<file path="src/rtl/score_keeper_if.sv">
// score_keeper_if
// Bundles the game-control inputs and score-record outputs of score_keeper.
//   master : the game controller side (drives new_game, player_id,
//            game_timeout, Current_Score; reads the records)
//   slave  : score_keeper itself (reads the controls, drives Highest_Score,
//            Personel_Best, Player_Won, record_flag, busy)
// ID_W must equal $clog2(NUM_PLAYERS) of the attached score_keeper.
interface score_keeper_if #(
  parameter int ID_W = 2
);
  logic            new_game;
  logic [ID_W-1:0] player_id;
  logic            game_timeout;
  logic [6:0]      Current_Score;
  logic [6:0]      Highest_Score;
  logic [6:0]      Personel_Best;
  logic [2:0]      Player_Won;
  logic            record_flag;
  logic            busy;

  modport master (
    output new_game, player_id, game_timeout, Current_Score,
    input  Highest_Score, Personel_Best, Player_Won, record_flag, busy
  );

  modport slave (
    input  new_game, player_id, game_timeout, Current_Score,
    output Highest_Score, Personel_Best, Player_Won, record_flag, busy
  );
endinterface

</file>
<file path="src/rtl/score_keeper.sv">
// score_keeper
// Per-player record keeper. When a game ends (rising edge of game_timeout
// while PLAYING) it captures the clamped final score, updates that player's
// personal best and the all-time high score, and counts record-setting games.
// Ports:
//   clk   : system clock, all updates on the rising edge
//   reset : synchronous, active-high
//   bus   : score_keeper_if.slave
//           in : new_game, player_id, game_timeout, Current_Score
//           out: Highest_Score, Personel_Best, Player_Won, record_flag, busy
module score_keeper #(
  parameter int NUM_PLAYERS = 4,
  parameter int MAX_SCORE   = 99
) (
  input logic           clk,
  input logic           reset,
  score_keeper_if.slave bus
);
  localparam int         ID_W    = $clog2(NUM_PLAYERS);
  localparam logic [6:0] MAX_S   = 7'(MAX_SCORE);
  localparam logic [2:0] WON_MAX = 3'd7;

  typedef enum logic [2:0] {
    IDLE,
    PLAYING,
    CAPTURE,
    UPDATE,
    DONE
  } state_t;

  state_t          state;
  logic [ID_W-1:0] active_id;
  logic [6:0]      best [NUM_PLAYERS];
  logic [6:0]      highest;
  logic [6:0]      final_score;
  logic [2:0]      won;
  logic            record;
  logic            timeout_q;
  logic            busy_q;
  logic [6:0]      clamped;

  // Scores beyond the two-digit display range are pinned to the ceiling
  // before any comparison so an overflowed counter cannot claim a record.
  always_comb begin
    clamped = (bus.Current_Score > MAX_S) ? MAX_S : bus.Current_Score;
  end

  // Game FSM plus all record storage. timeout_q follows game_timeout in every
  // state, so a level that is already high when PLAYING is entered looks like
  // "previous = 1" and never fakes an end-of-game edge. busy is registered
  // from the state being entered so it lines up exactly with PLAYING,
  // CAPTURE and UPDATE.
  always_ff @(posedge clk) begin
    if (reset) begin
      state       <= IDLE;
      active_id   <= '0;
      for (int i = 0; i < NUM_PLAYERS; i++) begin
        best[i] <= '0;
      end
      highest     <= '0;
      final_score <= '0;
      won         <= '0;
      record      <= 1'b0;
      timeout_q   <= 1'b0;
      busy_q      <= 1'b0;
    end else begin
      timeout_q <= bus.game_timeout;
      case (state)
        IDLE: begin
          if (bus.new_game) begin
            active_id <= bus.player_id;
            record    <= 1'b0;
            busy_q    <= 1'b1;
            state     <= PLAYING;
          end
        end
        PLAYING: begin
          if (bus.game_timeout && !timeout_q) begin
            state <= CAPTURE;
          end
        end
        CAPTURE: begin
          final_score <= clamped;
          state       <= UPDATE;
        end
        UPDATE: begin
          // Strictly-greater comparisons: a tie leaves every record alone.
          if (final_score > best[active_id]) begin
            best[active_id] <= final_score;
          end
          if (final_score > highest) begin
            highest <= final_score;
            record  <= 1'b1;
            if (won != WON_MAX) begin
              won <= won + 3'd1;
            end
          end
          busy_q <= 1'b0;
          state  <= DONE;
        end
        DONE: begin
          // A new game may start straight from DONE without waiting for
          // game_timeout to drop.
          if (bus.new_game) begin
            active_id <= bus.player_id;
            record    <= 1'b0;
            busy_q    <= 1'b1;
            state     <= PLAYING;
          end else if (!bus.game_timeout) begin
            state <= IDLE;
          end
        end
        default: begin
          busy_q <= 1'b0;
          state  <= IDLE;
        end
      endcase
    end
  end

  // Personal best always reflects the currently latched player, so it
  // switches on the same edge that latches a new player_id.
  assign bus.Highest_Score = highest;
  assign bus.Personel_Best = best[active_id];
  assign bus.Player_Won    = won;
  assign bus.record_flag   = record;
  assign bus.busy          = busy_q;
endmodule

</file>
<file path="src/flat_wrapper.sv">
// flat-port wrapper written by rule: the top's interface ports become plain ports
module score_keeper_flat 
#(
  parameter int NUM_PLAYERS = 4,
  parameter int MAX_SCORE   = 99
)
  (clk, reset, bus_new_game, bus_player_id, bus_game_timeout, bus_Current_Score, bus_Highest_Score, bus_Personel_Best, bus_Player_Won, bus_record_flag, bus_busy);
  score_keeper_if #(.ID_W(2)) bus_i ();
  input logic clk;
  input logic reset;
  input wire logic [$bits(bus_i.new_game)-1:0] bus_new_game;
  input wire logic [$bits(bus_i.player_id)-1:0] bus_player_id;
  input wire logic [$bits(bus_i.game_timeout)-1:0] bus_game_timeout;
  input wire logic [$bits(bus_i.Current_Score)-1:0] bus_Current_Score;
  output wire logic [$bits(bus_i.Highest_Score)-1:0] bus_Highest_Score;
  output wire logic [$bits(bus_i.Personel_Best)-1:0] bus_Personel_Best;
  output wire logic [$bits(bus_i.Player_Won)-1:0] bus_Player_Won;
  output wire logic [$bits(bus_i.record_flag)-1:0] bus_record_flag;
  output wire logic [$bits(bus_i.busy)-1:0] bus_busy;
  assign bus_i.new_game = bus_new_game;
  assign bus_i.player_id = bus_player_id;
  assign bus_i.game_timeout = bus_game_timeout;
  assign bus_i.Current_Score = bus_Current_Score;
  assign bus_Highest_Score = bus_i.Highest_Score;
  assign bus_Personel_Best = bus_i.Personel_Best;
  assign bus_Player_Won = bus_i.Player_Won;
  assign bus_record_flag = bus_i.record_flag;
  assign bus_busy = bus_i.busy;
  score_keeper #(.NUM_PLAYERS(NUM_PLAYERS), .MAX_SCORE(MAX_SCORE)) u_core (.clk(clk), .reset(reset), .bus(bus_i));
endmodule
</file>
<file path="config.mk">
export PLATFORM = sky130hd
export DESIGN_NAME = score_keeper_flat
export DESIGN_NICKNAME = d
export VERILOG_FILES = /design/src/rtl/score_keeper_if.sv /design/src/rtl/score_keeper.sv /design/src/flat_wrapper.sv
export SDC_FILE = /design/constraint.sdc
export NUM_CORES = 1
export LEC_CHECK = 0
export ABC_AREA = 1
export CAP_MARGIN = 15
export CORE_ASPECT_RATIO = 0.7
export CORE_MARGIN = 2
export CORE_UTILIZATION = 39
export CTS_CLUSTER_DIAMETER = 30
export DETAILED_ROUTE_END_ITERATION = 8
export GPL_ROUTABILITY_DRIVEN = 0
export PLACE_DENSITY = 0.65
export SYNTH_ARGS = -nofsm -noshare
export SYNTH_HDL_FRONTEND = slang
export SYNTH_SLANG_ARGS = --single-unit
</file>
<file path="constraint.sdc">
create_clock -name clk -period 6 [get_ports clk]
set_input_delay 1.2 -clock clk [delete_from_list [all_inputs] [get_ports clk]]
set_output_delay 1.2 -clock clk [all_outputs]
set_load 0.02 [all_outputs]
</file>
==> out/metrics.cfg <==
[timing]
tns_ns = 0
finalSetupViolCount = 0
grt_setup_unrepaired = false
worst_pin_slew_ns = 0.8651
fin_crit_ns = 3.640
hold_violations = 0
period_share = 0.6066
fmax_ghz = 0.2748
maxSlewViolCount = 0
hold_ws_ns = 0.4773
fin_skew_ns = 0.009686
max_slew_margin = 0.4171

[worst_setup_path]
critical_path.top_delay_family = buffers and inverters
startpoint = reset
r2r-end = u_core.best[0][4]
r2r_cells = 11
start_kind = input port
worst-setup-path-type = in2reg
cpPeakStageDelay_ns = 0.78
crit_chain = clkdlybuf4s50_1, inv_1, nand4_1, o21ai_0
end_kind = flip-flop
slowest_stage = o21ai_0
path_max_fanout = 18
cp_num_buf_inv = 2
arrival_ns = 3.58
rrSetupSlack_ns = 2.54
required_ns = 5.94

[detailed_routing]
post-route-drc-count = 0
drt_first_iter_violations = 121
first_pass_iters = 4
wl_per_cell_um = 13.03
routed_wl_um = 5696
vias = 2140
ant_nets = 0
avgViaCountPerCell = 4.897

[worst_hold_path]
worstHoldPathCells = 2
min_to = u_core.bus.record_flag
min_path_type = reg2reg
hold_start = u_core.bus.record_flag

[cells_and_area]
multi_input_area_sq_um = 1062
regArea_sq_um = 1381
drive_above_1_share = 0.04082
layout.nets = 371
antenna_cells = 0
fin_util = 0.4693
area_growth_pct = 17.78
final_cells = 437
fill_cells = 669

[floorplanning]
core_area_sq_um = 6694
die-area_sq_um = 7528
io_pins = 32
die_h_um = 73.20
rows = 25
die_w_um = 102.9
initial_core_util = 0.3985

[placed_design]
place.port_buffers = 31
dp_hpwl_um = 4317
dp_cells = 428

[outcome]
outcome = completed

[cts]
cts_setup_buffers = 0
cts_resized = 0
cts.sinks = 55
cts_root_buf = clkbuf_8
cts-buffers-inserted = 5
insertion_delay_ns = 0.31
cts_max_path_buffers = 2
cts_tree = built
ctsHoldBuffers = 0
htreeDepth = 2
clk_pin_slew_ns = 0.10

[yosys]
yosysTopAreaCell = edfxtp_1
synth_area_sq_um = 2668
synth_cells = 313
yosysUniqueCellTypes = 24
synth_top_area_frac = 0.3152
ys_ff_latch = 55
synth_area_leaders = edfxtp_1 32%, dfxtp_1 20%, nand2_1 8.6%
syn_nets = 342
yosysSeqAreaShare = 0.5178
yosysWarnings = 0
syn_area_per_cell_sq_um = 8.523

[grt]
gr-usage-all-layers = 0.1646
antenna_found_initial = 0
grt_max_degree = 19
grt_pass1_vias = 2007
grt_pass1_wl_um = 9473
grt_overflow = 0

[power]
power.density_nw_per_um2 = 267.2
irDropWorstVdd_mv = 0.1166
p_leak_uw = 0.001213

[flow_run]
drv_cap = 0

[layout make-up]
class                           count  share of cell area
Inverter                           47             0.05615
Sequential cell                    55              0.4397
Tap cell                           94             0.03744
Multi-Input combinational cell    201              0.3381
Timing Repair Buffer               32              0.1004
Clock inverter                      2            0.005177
Clock buffer                        6             0.02310
[registers in the layout, indices dropped and copies added (netlist names), named ones only]
| name | flops |
|---|---|
| u_core.state | 3 |
| u_core.active_id | 2 |
| u_core.bus.busy | 1 |
| u_core.timeout_q | 1 |
| u_core.final_score | 7 |
| u_core.best | 28 |
| u_core.bus.record_flag | 1 |
| u_core.bus.Player_Won | 3 |
| u_core.bus.Highest_Score | 7 |
[where the power goes]
part / leakage (uW) / switching, uW / total [uW] / internal (uW)
logic: 0.000663 / 126 / 201 / 74.6
registers: 0.000509 / 21.2 / 435 / 414
clock network: 0.0000418 / 119 / 203 / 84.1
total: 0.00121 / 267 / 840 / 573
[per-layer routing]
metal | vias up | global-route usage | share of wire | wire (um)
met4 | 0 | 0.03947 | 0.010 | 57
met5 | - | 0 | 0 | 0
met2 | 43 | 0.2498 | 0.42 | 2368
met3 | 10 | 0.03927 | 0.043 | 243
met1 | 983 | 0.2391 | 0.53 | 3027
li1 | 1104 | - | - | -
[worst register-to-register path, cell delays in order (launching register included)]
cell,delay (ns)
dfxtp_1,0.48
inv_1,0.40
nand2_1,0.10
a32oi_1,0.28
inv_1,0.08
ha_1,0.30
nand2_1,0.05
nor2_1,0.23
nand2_1,0.09
nand2_1,0.08
nand4_1,0.24
o21ai_0,0.78
[through the flow]
stage | power [uW] | instance area (sq um) | setup WS (ns)
after floorplan | 578.3 | 2668 | 2.950
after global placement | 639.7 | 3048 | 2.100
after detailed placement | 643.7 | 3048 | 2.003
after CTS | 844.6 | 3137 | 2.359
after global routing | 892.7 | 3142 | 2.006
final | 839.5 | 3142 | 2.360
[cells by family after synthesis]
family / share of synthesized area
AO/OA/AOI/OAI: 0.1229
adder cells (fa/ha/maj): 0.07505
buffers and inverters: 0.08396
flip-flops: 0.5178
AND/OR/NAND/NOR: 0.2003
[cells in the mapped netlist]
| cell | instances |
|---|---|
| nor2_2 | 1 |
| nand3_1 | 12 |
| inv_1 | 47 |
| o311ai_0 | 1 |
| dfxtp_1 | 27 |
| nor3b_1 | 1 |
| buf_2 | 5 |
| o22ai_1 | 1 |
| buf_4 | 1 |
| clkbuf_1 | 4 |
| o21ai_0 | 14 |
| nand2_2 | 2 |
| nand4_1 | 4 |
| nand3b_1 | 1 |
| nor3_1 | 9 |
| ha_1 | 16 |
| or2_2 | 1 |
| edfxtp_1 | 28 |
| a211oi_1 | 3 |
| a21oi_2 | 2 |
| a32oi_1 | 6 |
| nand2_1 | 61 |
| a21oi_1 | 30 |
| nor2_1 | 36 |
[worst max-delay path by stage]
stage	end	cells past startpoint
2_1_floorplan	u_core.best[0][0]	12
3_3_place_gp	u_core.best[0][4]	4
3_5_place_dp	u_core.best[0][3]	4
4_1_cts	u_core.best[0][4]	4
5_1_grt	u_core.best[0][6]	4
6_report	u_core.best[0][4]	4
[cell usage in the layout, fill, tap and decap left out, drive strengths merged]
cell / count
a211oi: 3
a21oi: 32
a32oi: 6
buf: 1
clkbuf: 6
clkdlybuf4s50: 31
clkinvlp: 1
dfxtp: 27
edfxtp: 28
ha: 16
inv: 48
nand2: 63
nand3: 12
nand3b: 1
nand4: 4
nor2: 37
nor3: 9
nor3b: 1
o21ai: 14
o22ai: 1
o311ai: 1
or2: 1
No activity file was read; power rests on OpenSTA's default activity.
